==> src/rtl/uart_cmd_responder.sv <==
// uart_cmd_responder
//   Decodes single-byte host commands from the UART receive path, applies
//   them to a 6-bit LED register and paces a 1-3 byte reply onto the UART
//   transmit path, one byte every TX_GAP_CYCLES clocks.
//
// Ports
//   clk_50m       : board clock, all logic on its rising edge
//   reset_n       : synchronous active-low reset
//   rx_data[7:0]  : received byte, captured on the rising edge of rx_done
//   rx_done       : byte-received strobe (any width, rising edge used)
//   timer_second  : seconds count, sampled by the read-seconds command
//   tx_data[7:0]  : reply byte, stable between tx_enable pulses
//   tx_enable     : one-cycle transmit start pulse
//   led[5:0]      : LED register
//   cmd_overrun   : one-cycle pulse when a command arrives while busy
module uart_cmd_responder #(
  parameter int unsigned TX_GAP_CYCLES = 4800
) (
  input  logic        clk_50m,
  input  logic        reset_n,
  input  logic [7:0]  rx_data,
  input  logic        rx_done,
  input  logic [15:0] timer_second,
  output logic [7:0]  tx_data,
  output logic        tx_enable,
  output logic [5:0]  led,
  output logic        cmd_overrun
);

  // GAP holds TX_GAP_CYCLES-1 clocks; together with the SEND cycle this
  // spaces tx_enable rising edges exactly TX_GAP_CYCLES apart.
  localparam int unsigned CW = (TX_GAP_CYCLES > 2) ? $clog2(TX_GAP_CYCLES - 1) : 1;
  localparam logic [CW-1:0] GAP_LOAD = CW'(TX_GAP_CYCLES - 2);

  typedef enum logic [1:0] {
    IDLE,
    DECODE,
    SEND,
    GAP
  } state_t;

  state_t          state_q, state_d;
  logic            rx_hist_q, rx_hist_d;
  logic            edge_q, edge_d;
  logic [7:0]      cmd_q, cmd_d;
  logic [5:0]      led_q, led_d;
  logic [2:0][7:0] rbuf_q, rbuf_d;
  logic [1:0]      len_q, len_d;
  logic [1:0]      idx_q, idx_d;
  logic [CW-1:0]   gap_q, gap_d;
  logic [7:0]      tx_data_q, tx_data_d;
  logic            tx_en_q, tx_en_d;
  logic            ovr_q, ovr_d;

  logic [7:0]      r0, r1, r2;
  logic [1:0]      rlen;
  logic            rx_rise;

  assign rx_rise = rx_done & ~rx_hist_q;

  always_comb begin
    state_d   = state_q;
    rx_hist_d = rx_done;
    edge_d    = rx_rise;
    cmd_d     = rx_rise ? rx_data : cmd_q;
    led_d     = led_q;
    rbuf_d    = rbuf_q;
    len_d     = len_q;
    idx_d     = idx_q;
    gap_d     = gap_q;
    tx_data_d = tx_data_q;
    tx_en_d   = 1'b0;
    ovr_d     = 1'b0;
    r0        = 8'hEE;
    r1        = cmd_q;
    r2        = 8'h00;
    rlen      = 2'd2;

    // Reply contents for the latched command (used only in DECODE).
    if (cmd_q <= 8'd5) begin
      r0   = 8'h80 | cmd_q;
      rlen = 2'd1;
    end else begin
      case (cmd_q)
        8'h10: begin
          r0   = 8'h90;
          r1   = {2'b00, led_q};
          rlen = 2'd2;
        end
        8'h11: begin
          r0   = 8'h91;
          r1   = timer_second[15:8];
          r2   = timer_second[7:0];
          rlen = 2'd3;
        end
        8'h20: begin
          r0   = 8'hA0;
          rlen = 2'd1;
        end
        default: begin
          r0   = 8'hEE;
          r1   = cmd_q;
          rlen = 2'd2;
        end
      endcase
    end

    // Any edge arriving while busy is dropped and flagged.
    if (edge_q && state_q != IDLE) begin
      ovr_d = 1'b1;
    end

    case (state_q)
      IDLE: begin
        if (edge_q) begin
          state_d = DECODE;
        end
      end
      DECODE: begin
        if (cmd_q <= 8'd5) begin
          led_d = led_q ^ (6'(1) << cmd_q[2:0]);
        end else if (cmd_q == 8'h20) begin
          led_d = '0;
        end
        rbuf_d = {r2, r1, r0};
        len_d  = rlen;
        idx_d  = 2'd0;
        // Outputs are registered, so the first byte is launched on the
        // same edge that enters SEND.
        tx_data_d = r0;
        tx_en_d   = 1'b1;
        state_d   = SEND;
      end
      SEND: begin
        gap_d   = GAP_LOAD;
        state_d = GAP;
      end
      GAP: begin
        if (gap_q == '0) begin
          if ((idx_q + 2'd1) < len_q) begin
            idx_d     = idx_q + 2'd1;
            tx_data_d = rbuf_q[idx_q + 2'd1];
            tx_en_d   = 1'b1;
            state_d   = SEND;
          end else begin
            state_d = IDLE;
          end
        end else begin
          gap_d = gap_q - 1'b1;
        end
      end
      default: state_d = IDLE;
    endcase
  end

  always_ff @(posedge clk_50m) begin
    if (!reset_n) begin
      state_q   <= IDLE;
      rx_hist_q <= 1'b1;
      edge_q    <= 1'b0;
      cmd_q     <= '0;
      led_q     <= '0;
      rbuf_q    <= '0;
      len_q     <= '0;
      idx_q     <= '0;
      gap_q     <= '0;
      tx_data_q <= '0;
      tx_en_q   <= 1'b0;
      ovr_q     <= 1'b0;
    end else begin
      state_q   <= state_d;
      rx_hist_q <= rx_hist_d;
      edge_q    <= edge_d;
      cmd_q     <= cmd_d;
      led_q     <= led_d;
      rbuf_q    <= rbuf_d;
      len_q     <= len_d;
      idx_q     <= idx_d;
      gap_q     <= gap_d;
      tx_data_q <= tx_data_d;
      tx_en_q   <= tx_en_d;
      ovr_q     <= ovr_d;
    end
  end

  assign tx_data     = tx_data_q;
  assign tx_enable   = tx_en_q;
  assign led         = led_q;
  assign cmd_overrun = ovr_q;

endmodule

==> config.mk <==
export PLATFORM = sky130hd
export DESIGN_NAME = uart_cmd_responder
export DESIGN_NICKNAME = d
export VERILOG_FILES = /design/src/rtl/uart_cmd_responder.sv
export SDC_FILE = /design/constraint.sdc
export NUM_CORES = 1
export LEC_CHECK = 0
export ABC_AREA = 1
export CAP_MARGIN = 20
export CORE_MARGIN = 1.5
export CORE_UTILIZATION = 30
export DETAILED_ROUTE_END_ITERATION = 7
export PLACE_DENSITY = 0.48
export SETUP_SLACK_MARGIN = 0.4
export SKIP_CTS_REPAIR_TIMING = 1
export SLEW_MARGIN = 10
export SYNTH_ARGS = -nofsm -noshare
export SYNTH_HDL_FRONTEND = slang
export SYNTH_SLANG_ARGS = --single-unit
==> constraint.sdc <==
create_clock -name clk_50m -period 5.1 [get_ports clk_50m]
set_input_delay 0.765 -clock clk_50m [delete_from_list [all_inputs] [get_ports clk_50m]]
set_output_delay 0.765 -clock clk_50m [all_outputs]
set_load 0.005 [all_outputs]
-- Yosys cells after proc, flatten, opt, wreduce, memory -nomap -nowiden
Index checks and enable logic that the tools add are counted.
- memories: 0
- bits in latches: 0
- memory bits (read-only): 0
- word-level logic and storage cells: 72
- output and inout bits: 16
- input port bits: 27
- bits in registers: 69
- RAM bits: 0
- reduce and logical (&&, ||, !) cells: 11
- magnitude comparators: 3
- shift operators: 1
- muxes and demuxes: 28
- $add $sub $neg: 2
- bitwise gates (word level): 3
- multiply operators: 0
- div/mod/pow operators: 0
- eq/ne operators: 10
- operator list (kind ; number):
    2-to-1 mux 8 bit ; 6
    one-hot mux 8 bit (2 select lines) ; 2
    one-hot mux 13 bit (2 select lines) ; 1
    one-hot mux 7 bit (3 select lines) ; 1
    binary-select mux 8 bit (select 2 bit) ; 1
    equality test 8 x 5 -> 1 bit, second input constant ; 2
    logical NOT 13 bit ; 1
    2-to-1 mux 13 bit ; 1
    subtractor 13 x 1 -> 13 bit, second input constant ; 1
    2-to-1 mux 2 bit ; 6
    2-to-1 mux 6 bit ; 2
    equality test 8 x 6 -> 1 bit, second input constant ; 1
    <= comparator 8 x 3 -> 1 bit, second input constant ; 1
    != test 2 bit, second input constant ; 4
    one-hot mux 2 bit (2 select lines) ; 2
    one-hot mux 2 bit (4 select lines) ; 1
    nonzero test 2 bit ; 4
    2-to-1 mux 7 bit ; 1
    AND reduction 2 bit ; 3
    << shifter 1 x 3 -> 6 bit, first input constant ; 1
    bitwise XOR 6 bit ; 1
    equality test 2 bit, second input constant ; 2
    less-than comparator 2 x 3 -> 1 bit, second input constant ; 1
    2-to-1 mux 1 bit ; 3
    other kinds (9) ; 9

-- Logic depth before layout (Yosys ltp)
Gate-level depths: netlist of run 1.
- depth in word-level cells: 6
- depth in mapped cells: 12
- mapped depth without buffers: 12

-- Worst setup path before layout of run 1
Ideal clock, no wire load.
- path type: flip-flop to flip-flop
- start point: register idx_q[1]
- end point: register idx_q[1]
- path slack: 3285 ps
- data required time: 4972 ps
- arrival: 1688 ps
- buffers on the path: 1
- stages on the path, launching flop included: 11
- period minus slack after synthesis: 1815 ps
- setup time: 128 ps
- cells stage by stage: dfxtp_1 nor2_1 nor2_1 ha_1 a21oi_1 nor2_1 nor2_1 nand2_2 buf_6 o21ai_1 nor2_1
- word-level cells in the longest chain between the ends: 4
- elaborated cells on any way between the ends: 7
- classes of those cells: 1 x add/sub; 1 x order compare; 1 x eq/ne; 3 x mux; 1 x reduce/logical
- RTL lines (item ; line ; source):
    start, declared ; 49 ; logic [1:0] idx_q, idx_d;
    start signal, assigned ; 178 ; idx_q <= idx_d;
    adder 2 x 1 -> 2 bit * ; 140, 141 ;
    less-than comparator 2 bit / 2-to-1 mux 2 bit (equally long branches) ; 140 ; if ((idx_q + 2'd1) < len_q) begin
    != test 2 bit (no source line) / 2-to-1 mux 2 bit (equally long branches) ; n/a ;
    AND reduction 3 bit (no source line) / one-hot mux 2 bit (2 select lines) (equally long branches) ; n/a ;
Mark *: on every way between the ends. The rest lies on a longest branch, timed or not. The select of a mux whose other input is x is not followed.
A chain may end at the register's enable or synchronous reset.

-- Final worst setup path of run 1
- start point: register idx_q[1]
- end point: register tx_data_q[3], in the netlist tx_data[3]
- word-level cells in the longest chain between the ends: 6
- elaborated cells on any way between the ends: 9
- classes of those cells: 1 x add/sub; 1 x order compare; 1 x eq/ne; 5 x mux; 1 x reduce/logical
- RTL lines (item ; line ; source):
    adder 2 x 1 -> 2 bit * ; 140, 142 ;
    binary-select mux 8 bit (select 2 bit) ; 142 ; tx_data_d = rbuf_q[idx_q + 2'd1];
    2-to-1 mux 8 bit (not written as such) ; 142 ;
    2-to-1 mux 8 bit ; 140 ;
    2-to-1 mux 8 bit ; 139 ; if (gap_q == '0) begin
    one-hot mux 8 bit (2 select lines) ; 113 ; case (state_q)
    end signal, assigned ; 180 ; tx_data_q <= tx_data_d;
    end, declared ; 51 ; logic [7:0] tx_data_q, tx_data_d;
Marks and branches as above.

==> run summary, run 1 <==
SETUP PATH
------------------------------------------------------------------------------------------
Worst path cell trace                                                         nor2_1 > nor2_1 > ha_1 > a21oi_1 > nor2_1 > nor2_1 > nand2_2 > inv_2 > nand3_1 > nand2_1 > inv_1
Launching element type of the critical path                                       register
Largest stage delay on the critical path                                            520 ps
Sort of element at the end of the critical path                                   register
Cell depth of the worst setup path                                                      11
Internal reg-to-reg setup slack                                                    2750 ps
Largest fanout of any net on the critical path                                          12
FF-to-FF End                                                                    tx_data[3]
Most used cell, CP                                                            sky130_fd_sc_hd__nor2_1
Worst endpoint required time                                                       5330 ps
Reg2reg start                                                                     idx_q[1]
Kind of critical path                                                         register to register
R2R depth                                                                               11
Worst path slowest cell                                                       sky130_fd_sc_hd__nor2_1
Top delay family on crit path                                                 simple AND/OR/NAND/NOR gates
Number of buffers and inverters on the critical path                                     2
CP Data Arrival Time                                                               2580 ps

CLOCK NETWORK
------------------------------------------------------------------------------------------
Longest Clk Path Bufs                                                                    2
Number of buffers created by CTS                                                         9
CTS sink cnt                                                                            69
Number of levels in the clock H-tree                                                     3
Clock edge transition at the registers on the reported setup and hold paths          60 ps
TritonCTS clock tree                                                                 built
Master cell of the clock root buffer                                          sky130_fd_sc_hd__clkbuf_16
Latest clock arrival within the worst-skew pair                                     330 ps

PWR
------------------------------------------------------------------------------------------
LEAKAGE                                                                            1.73 nW
Sequential share of power                                                            39.1%
Total internal power                                                               1.10 mW
Clk pwr share                                                                        49.2%
Power density relative to cell area                                             340 nW/µm²
Largest vdd supply drop                                                         0.000171 V
Sw power                                                                            362 µW
Switch share                                                                         24.7%
Combinational share of power                                                         11.8%

FINISH
------------------------------------------------------------------------------------------
Net count, final                                                                       564
Final Instance Area                                                               4300 µm²
Most common cell after layout, fill and taps aside                            sky130_fd_sc_hd__nand2_1
Filler cells                                                                          1150
Highest-count cells in the layout ignoring fill and taps                      135 x sky130_fd_sc_hd__nand2_1, 69 x sky130_fd_sc_hd__dfxtp_1, 57 x sky130_fd_sc_hd__nor2_1, 47 x sky130_fd_sc_hd__a21oi_1, 42 x sky130_fd_sc_hd__clkdlybuf4s50_1
Finished Core Util                                                                   39.1%
Layout Area Growth over Synthesis                                                    25.2%
Count of antenna diodes in the layout                                                    0
Layout cells sized above 1                                                           9.48%

DRT
------------------------------------------------------------------------------------------
DR vias/cell                                                                          4.76
Final wirelength                                                                   9140 µm
Final antenna-violating net count                                                        0
Detailed-route via count                                                              3224
Average routed wire per standard cell                                              13.5 µm
Number of iterations in the first detailed-routing pass                                  4
DRC violations left                                                                      0
Number of DRC markers after the initial detailed-route iteration                       118

FLOORPLANNING
------------------------------------------------------------------------------------------
Die area                                                                         12100 µm²
Number of standard-cell rows in the floorplan                                           38
Core area                                                                        11000 µm²
I/O pin cnt                                                                             43
Initial cell density of the core                                                     31.3%
Width of the die                                                                    110 µm
Chip Height                                                                         110 µm

STA
------------------------------------------------------------------------------------------
Worst relative slew slack                                                            56.9%
Final Max Tran Viols                                                                     0
Number of hold violations in the final report                                            0
Setup violations, final                                                                  0
Highest Clock Rate                                                               0.426 GHz
Setup repair after global routing missed its margin                                     no
Final setup skew                                                                   7.88 ps
Fin crit period                                                                    2350 ps
Share of the cycle needed by the critical path after routing                         46.1%
Actual slew at the worst max-slew pin                                               645 ps
Post-route setup TNS                                                                  0 ps

GRT
------------------------------------------------------------------------------------------
Largest net degree at the start of global routing                                       35
Via count of the first global-routing pass                                            3136
Congestion Overflow GR                                                                   0
Initial antenna violation count                                                          0
Overall routing resource usage                                                       16.7%
Wire length of the first global-routing pass                                      15500 µm

RUN
------------------------------------------------------------------------------------------
Max-capacitance violation count                                                          0

SYNTH
------------------------------------------------------------------------------------------
Top cell type's share of synthesized area                                            40.2%
Number of flops mapped to enable cells by yosys                                          0
Synthesized area per cell                                                         6.94 µm²
Number of storage elements in the synthesis netlist                                     69
Instance count of the mapped netlist                                                   495
Unique masters post-synth                                                               36
Async set-or-reset flop fraction in the synthesized netlist                             0%
Total standard cell area after synthesis                                          3430 µm²
Number of warning messages in the yosys log                                              0
Top cell type by total area after synthesis                                   sky130_fd_sc_hd__dfxtp_1
Number of nets produced by synthesis                                                   525
Share of the yosys chip area belonging to registers                                  40.2%
Dominant synthesized flop cell                                                sky130_fd_sc_hd__dfxtp_1
Biggest area contributors in the synthesized netlist                          sky130_fd_sc_hd__dfxtp_1 40%, sky130_fd_sc_hd__nand2_1 15%, sky130_fd_sc_hd__a21oi_1 6.9%

PLACE
------------------------------------------------------------------------------------------
Post-detailed-placement half-perimeter wirelength                                  6290 µm
Number of input and output port buffers inserted                                        42
Final GP Congestion                                                                  0.801
Post-DP Area                                                                      3960 µm²

HOLD PATH
------------------------------------------------------------------------------------------
Hold-critical path depth                                                                 2
End of the worst hold path                                                        len_q[1]
Type of the most critical hold path                                           register to register
Hold Crit Start                                                                   len_q[1]

STATUS
------------------------------------------------------------------------------------------
Run status                                                                    complete, no violations

[registers in the layout, indices dropped and copies added, names as in the netlist, 2 cells and up]
register / flops
cmd_q: 8
gap_q: 13
idx_q: 2
led: 6
len_q: 2
rbuf_q: 24
state_q: 2
tx_data: 8
[layer usage]
layer / wire, µm / up-vias / track usage, %
li1: - / 1689 / -
met1: 4520 / 1470 / 22.6
met2: 4170 / 58 / 26.2
met3: 357 / 7 / 3.06
met4: 92 / 0 / 6.31
met5: 0 / - / 0
[worst reg2reg max path: stages (launching register included)]
cell                      delay, ps
sky130_fd_sc_hd__dfxtp_1        340
sky130_fd_sc_hd__nor2_1         520
sky130_fd_sc_hd__nor2_1         110
sky130_fd_sc_hd__ha_1           290
sky130_fd_sc_hd__a21oi_1        150
sky130_fd_sc_hd__nor2_1          70
sky130_fd_sc_hd__nor2_1         140
sky130_fd_sc_hd__nand2_2        190
sky130_fd_sc_hd__inv_2          230
sky130_fd_sc_hd__nand3_1        110
sky130_fd_sc_hd__nand2_1         80
sky130_fd_sc_hd__inv_1           30
[kinds of logic (layout without fill, tap and decap cells)]
family          count (synthesis)  count (layout)  synth area share (%)
flops                          69              69                  40.2
fa+ha+maj                       3               3                  1.09
compound gates                 94              94                  15.1
xor+xnor                        8               8                  2.04
simple gates                  257             257                  33.6
buf+inv                        64             107                  7.87
[worst max-delay path by stage]
stage                             to  startpoint  slack [ps]
after global routing        idx_q[0]    idx_q[1]        2550
after global placement     rbuf_q[0]     reset_n        2600
after CTS                 tx_data[3]    idx_q[1]        2730
final                     tx_data[3]    idx_q[1]        2750
after detailed placement  state_q[1]     reset_n        2550
after floorplan             idx_q[1]    idx_q[1]        3280
[synth_stat cells, types with 2 or more instances]
cell	number
sky130_fd_sc_hd__xnor2_1	2
sky130_fd_sc_hd__a21oi_1	47
sky130_fd_sc_hd__inv_1	39
sky130_fd_sc_hd__o21ai_0	28
sky130_fd_sc_hd__ha_1	3
sky130_fd_sc_hd__a31oi_1	4
sky130_fd_sc_hd__buf_6	3
sky130_fd_sc_hd__nor2_8	3
sky130_fd_sc_hd__inv_2	5
sky130_fd_sc_hd__clkinv_1	2
sky130_fd_sc_hd__xor2_1	6
sky130_fd_sc_hd__a31o_2	3
sky130_fd_sc_hd__nand4_1	5
sky130_fd_sc_hd__o211ai_1	3
sky130_fd_sc_hd__nor2_4	6
sky130_fd_sc_hd__nand2_1	135
sky130_fd_sc_hd__nor2_2	6
sky130_fd_sc_hd__clkbuf_1	10
sky130_fd_sc_hd__nand2_2	7
sky130_fd_sc_hd__buf_2	4
sky130_fd_sc_hd__nand3_1	32
sky130_fd_sc_hd__dfxtp_1	69
sky130_fd_sc_hd__nor2_1	58
sky130_fd_sc_hd__nor3_1	3
[area by class of cell]
type	instances	area, µm²	share of cell area [%]
inverters	47	179	4.16
well taps	140	175	4.07
multi-input cells	362	1780	41.5
flip-flops and latches	69	1380	32.1
repair buffers	45	443	10.3
clock buffers	9	225	5.24
clock inverters	6	111	2.59
[power by group through the flow]
stage / sequential, mW / combinational (mW) / clock (mW)
4_1_cts: 0.571 / 0.174 / 0.735
3_3_place_gp: 0.582 / 0.172 / 0
3_5_place_dp: 0.583 / 0.173 / 0
5_1_grt: 0.573 / 0.195 / 0.757
2_1_floorplan: 0.578 / 0.120 / 0
6_report: 0.571 / 0.172 / 0.719
[per-stage QoR]
stage          hold slack (ps)  power (mW)  std cells  worst slack (ps)
3_5_place_dp               457       0.756        663              2550
6_report                   466        1.46        678              2750
4_1_cts                    466        1.48        678              2730
5_1_grt                    493        1.53        678              2550
3_3_place_gp               455       0.755        663              2600
2_1_floorplan              439       0.698        495              3280
No activity file was read; power rests on OpenSTA's default activity.
==> inputs of run 2 (changes only) <==
clock period = 2.44 ns   (was 5.1 ns; I/O delays follow)
==> run summary, run 2 (synthesis gave the netlist of run 1 again) <==
STATUS
------------------------------------------------------------------------------------------
Run status                                                                    complete, no violations   unchanged

PWR
------------------------------------------------------------------------------------------
Power density relative to cell area                                             711 nW/µm²   was 340 nW/µm²
LEAKAGE                                                                            1.75 nW   was 1.73 nW
Largest vdd supply drop                                                         0.000371 V   was 0.000171 V
Tot Pwr                                                                            3.10 mW   was 1.46 mW

CLOCK NETWORK
------------------------------------------------------------------------------------------
TritonCTS clock tree                                                                 built   unchanged
CTS sink cnt                                                                            69   unchanged
Number of levels in the clock H-tree                                                     3   unchanged
Longest Clk Path Bufs                                                                    2   unchanged
Latest clock arrival within the worst-skew pair                                     330 ps   about the same
Master cell of the clock root buffer                                          sky130_fd_sc_hd__clkbuf_16   unchanged
Clock edge transition at the registers on the reported setup and hold paths          60 ps   about the same
Number of buffers created by CTS                                                         9   unchanged

SETUP PATH
------------------------------------------------------------------------------------------
Critical path startpoint                                                          idx_q[0]   was idx_q[1]
Launching element type of the critical path                                       register   unchanged
Reg2reg start                                                                     idx_q[0]   was idx_q[1]
CP Data Arrival Time                                                               2090 ps   was 2580 ps
Sort of element at the end of the critical path                                   register   unchanged
Kind of critical path                                                         register to register   unchanged
Largest fanout of any net on the critical path                                          12   unchanged
Worst endpoint required time                                                       2670 ps   was 5330 ps

FLOORPLANNING
------------------------------------------------------------------------------------------
Width of the die                                                                    110 µm   unchanged
Die area                                                                         12100 µm²   unchanged
Core area                                                                        11000 µm²   unchanged
Initial cell density of the core                                                     31.3%   unchanged
Chip Height                                                                         110 µm   unchanged
Number of standard-cell rows in the floorplan                                           38   unchanged
I/O pin cnt                                                                             43   unchanged

FINISH
------------------------------------------------------------------------------------------
Largest registers in the final layout                                         rbuf_q (24), gap_q (13)   unchanged
Most common cell after layout, fill and taps aside                            sky130_fd_sc_hd__nand2_1   unchanged
Layout Area Growth over Synthesis                                                    26.8%   was 25.2%
Net count, final                                                                       568   was 564
Filler cells                                                                          1156   was 1150
Highest-count cells in the layout ignoring fill and taps                      135 x sky130_fd_sc_hd__nand2_1, 69 x sky130_fd_sc_hd__dfxtp_1, 57 x sky130_fd_sc_hd__nor2_1, 47 x sky130_fd_sc_hd__a21oi_1, 42 x sky130_fd_sc_hd__clkdlybuf4s50_1   unchanged
Layout cells sized above 1                                                           10.3%   was 9.48%
Register with the most flip-flops                                                   rbuf_q   unchanged
Area of combinational cells with multiple inputs                                  1790 µm²   was 1780 µm²
Area used by sequential logic in the layout                                       1380 µm²   unchanged
Max FFs per register                                                                    24   unchanged
Count of antenna diodes in the layout                                                    0   unchanged

STA
------------------------------------------------------------------------------------------
Worst relative slew slack                                                            65.9%   was 56.9%
Setup repair after global routing missed its margin                                     no   unchanged
Final setup skew                                                                   3.74 ps   was 7.88 ps
Fin crit period                                                                    1850 ps   was 2350 ps
Actual slew at the worst max-slew pin                                               510 ps   was 645 ps
Final Max Tran Viols                                                                     0   unchanged
Share of the cycle needed by the critical path after routing                         76.0%   was 46.1%
Post-route setup TNS                                                                  0 ps   unchanged
Number of hold violations in the final report                                            0   unchanged
Highest Clock Rate                                                               0.539 GHz   was 0.426 GHz
Setup violations, final                                                                  0   unchanged

DRT
------------------------------------------------------------------------------------------
Detailed-route via count                                                              3197   was 3224
Final wirelength                                                                   9150 µm   was 9140 µm
Final antenna-violating net count                                                        0   unchanged
DRC violations left                                                                      0   unchanged
Number of DRC markers after the initial detailed-route iteration                       210   was 118
Number of iterations in the first detailed-routing pass                                  5   was 4
Average routed wire per standard cell                                              13.4 µm   was 13.5 µm
DR vias/cell                                                                          4.68   was 4.76

GRT
------------------------------------------------------------------------------------------
Congestion Overflow GR                                                                   0   unchanged
Wire length of the first global-routing pass                                      15200 µm   was 15500 µm
Initial antenna violation count                                                          0   unchanged
Largest net degree at the start of global routing                                       43   was 35
Overall routing resource usage                                                       16.5%   was 16.7%
Via count of the first global-routing pass                                            3090   was 3136

PLACE
------------------------------------------------------------------------------------------
Post-detailed-placement half-perimeter wirelength                                  6520 µm   was 6290 µm
Final GP Congestion                                                                  0.813   was 0.801
Number of input and output port buffers inserted                                        42   unchanged

RUN
------------------------------------------------------------------------------------------
Max-capacitance violation count                                                          0   unchanged

HOLD PATH
------------------------------------------------------------------------------------------
Hold Crit Start                                                                   len_q[1]   unchanged
Type of the most critical hold path                                           register to register   unchanged

run 2: critical path, cell delays in order (launching register included):
cell and delay, ps:
sky130_fd_sc_hd__dfxtp_1 380, sky130_fd_sc_hd__nand2_1 120, sky130_fd_sc_hd__clkinvlp_4 90, sky130_fd_sc_hd__nor2_1 40, sky130_fd_sc_hd__ha_1 270, sky130_fd_sc_hd__a21oi_1 150
sky130_fd_sc_hd__nor2_1 70, sky130_fd_sc_hd__nor2_1 170, sky130_fd_sc_hd__nand2_4 150, sky130_fd_sc_hd__inv_4 130, sky130_fd_sc_hd__nand3_1 80, sky130_fd_sc_hd__nand2_1 70
sky130_fd_sc_hd__inv_1 30
run 2: path summary, 6_finish.rpt:
kind / to / slack (ps) / cells after the start
worst max-delay path: tx_data[3] / 590 / 12
worst min register to register: len_q[1] / 470 / 2
worst min-delay path: len_q[1] / 470 / 2
worst max register to register: tx_data[3] / 590 / 12
run 2: metrics by stage:
step / hold slack (ps) / util (%) / cells / area [µm²] / setup WS, ps
finish: 471 / 39.6 / 683 / 4350 / 586
global route: 485 / 39.6 / 683 / 4350 / 402
CTS: 469 / 39.5 / 682 / 4330 / 314
detailed placement: 460 / 36.3 / 666 / 3990 / 342
global placement: 458 / 36.3 / 666 / 3990 / 426
floorplan: 439 / - / 495 / 3430 / 625
run 2: layer usage:
layer	up-vias	track usage (%)	part of all wire (%)
li1	1692	-	-
met1	1429	22.1	48
met2	64	25.6	45
met3	12	4.17	5.0
met4	0	6.03	1.7
met5	-	0	0
run 2: report_power, final:
group          internal, mW  total (mW)  switching (mW)  leakage, nW
Sequential             1.16        1.19          0.0308        0.559
Combinational         0.144       0.365           0.221         1.02
Clock                  1.03        1.54           0.508        0.166
Total                  2.34        3.10           0.759         1.75
run 2: final cells by class:
type / count / area share, %
multi-input cells: 362 / 41.1
flip-flops and latches: 69 / 31.7
repair buffers: 49 / 10.9
clock buffers: 11 / 5.58
inverters: 47 / 4.25
well taps: 140 / 4.02
clock inverters: 5 / 2.44
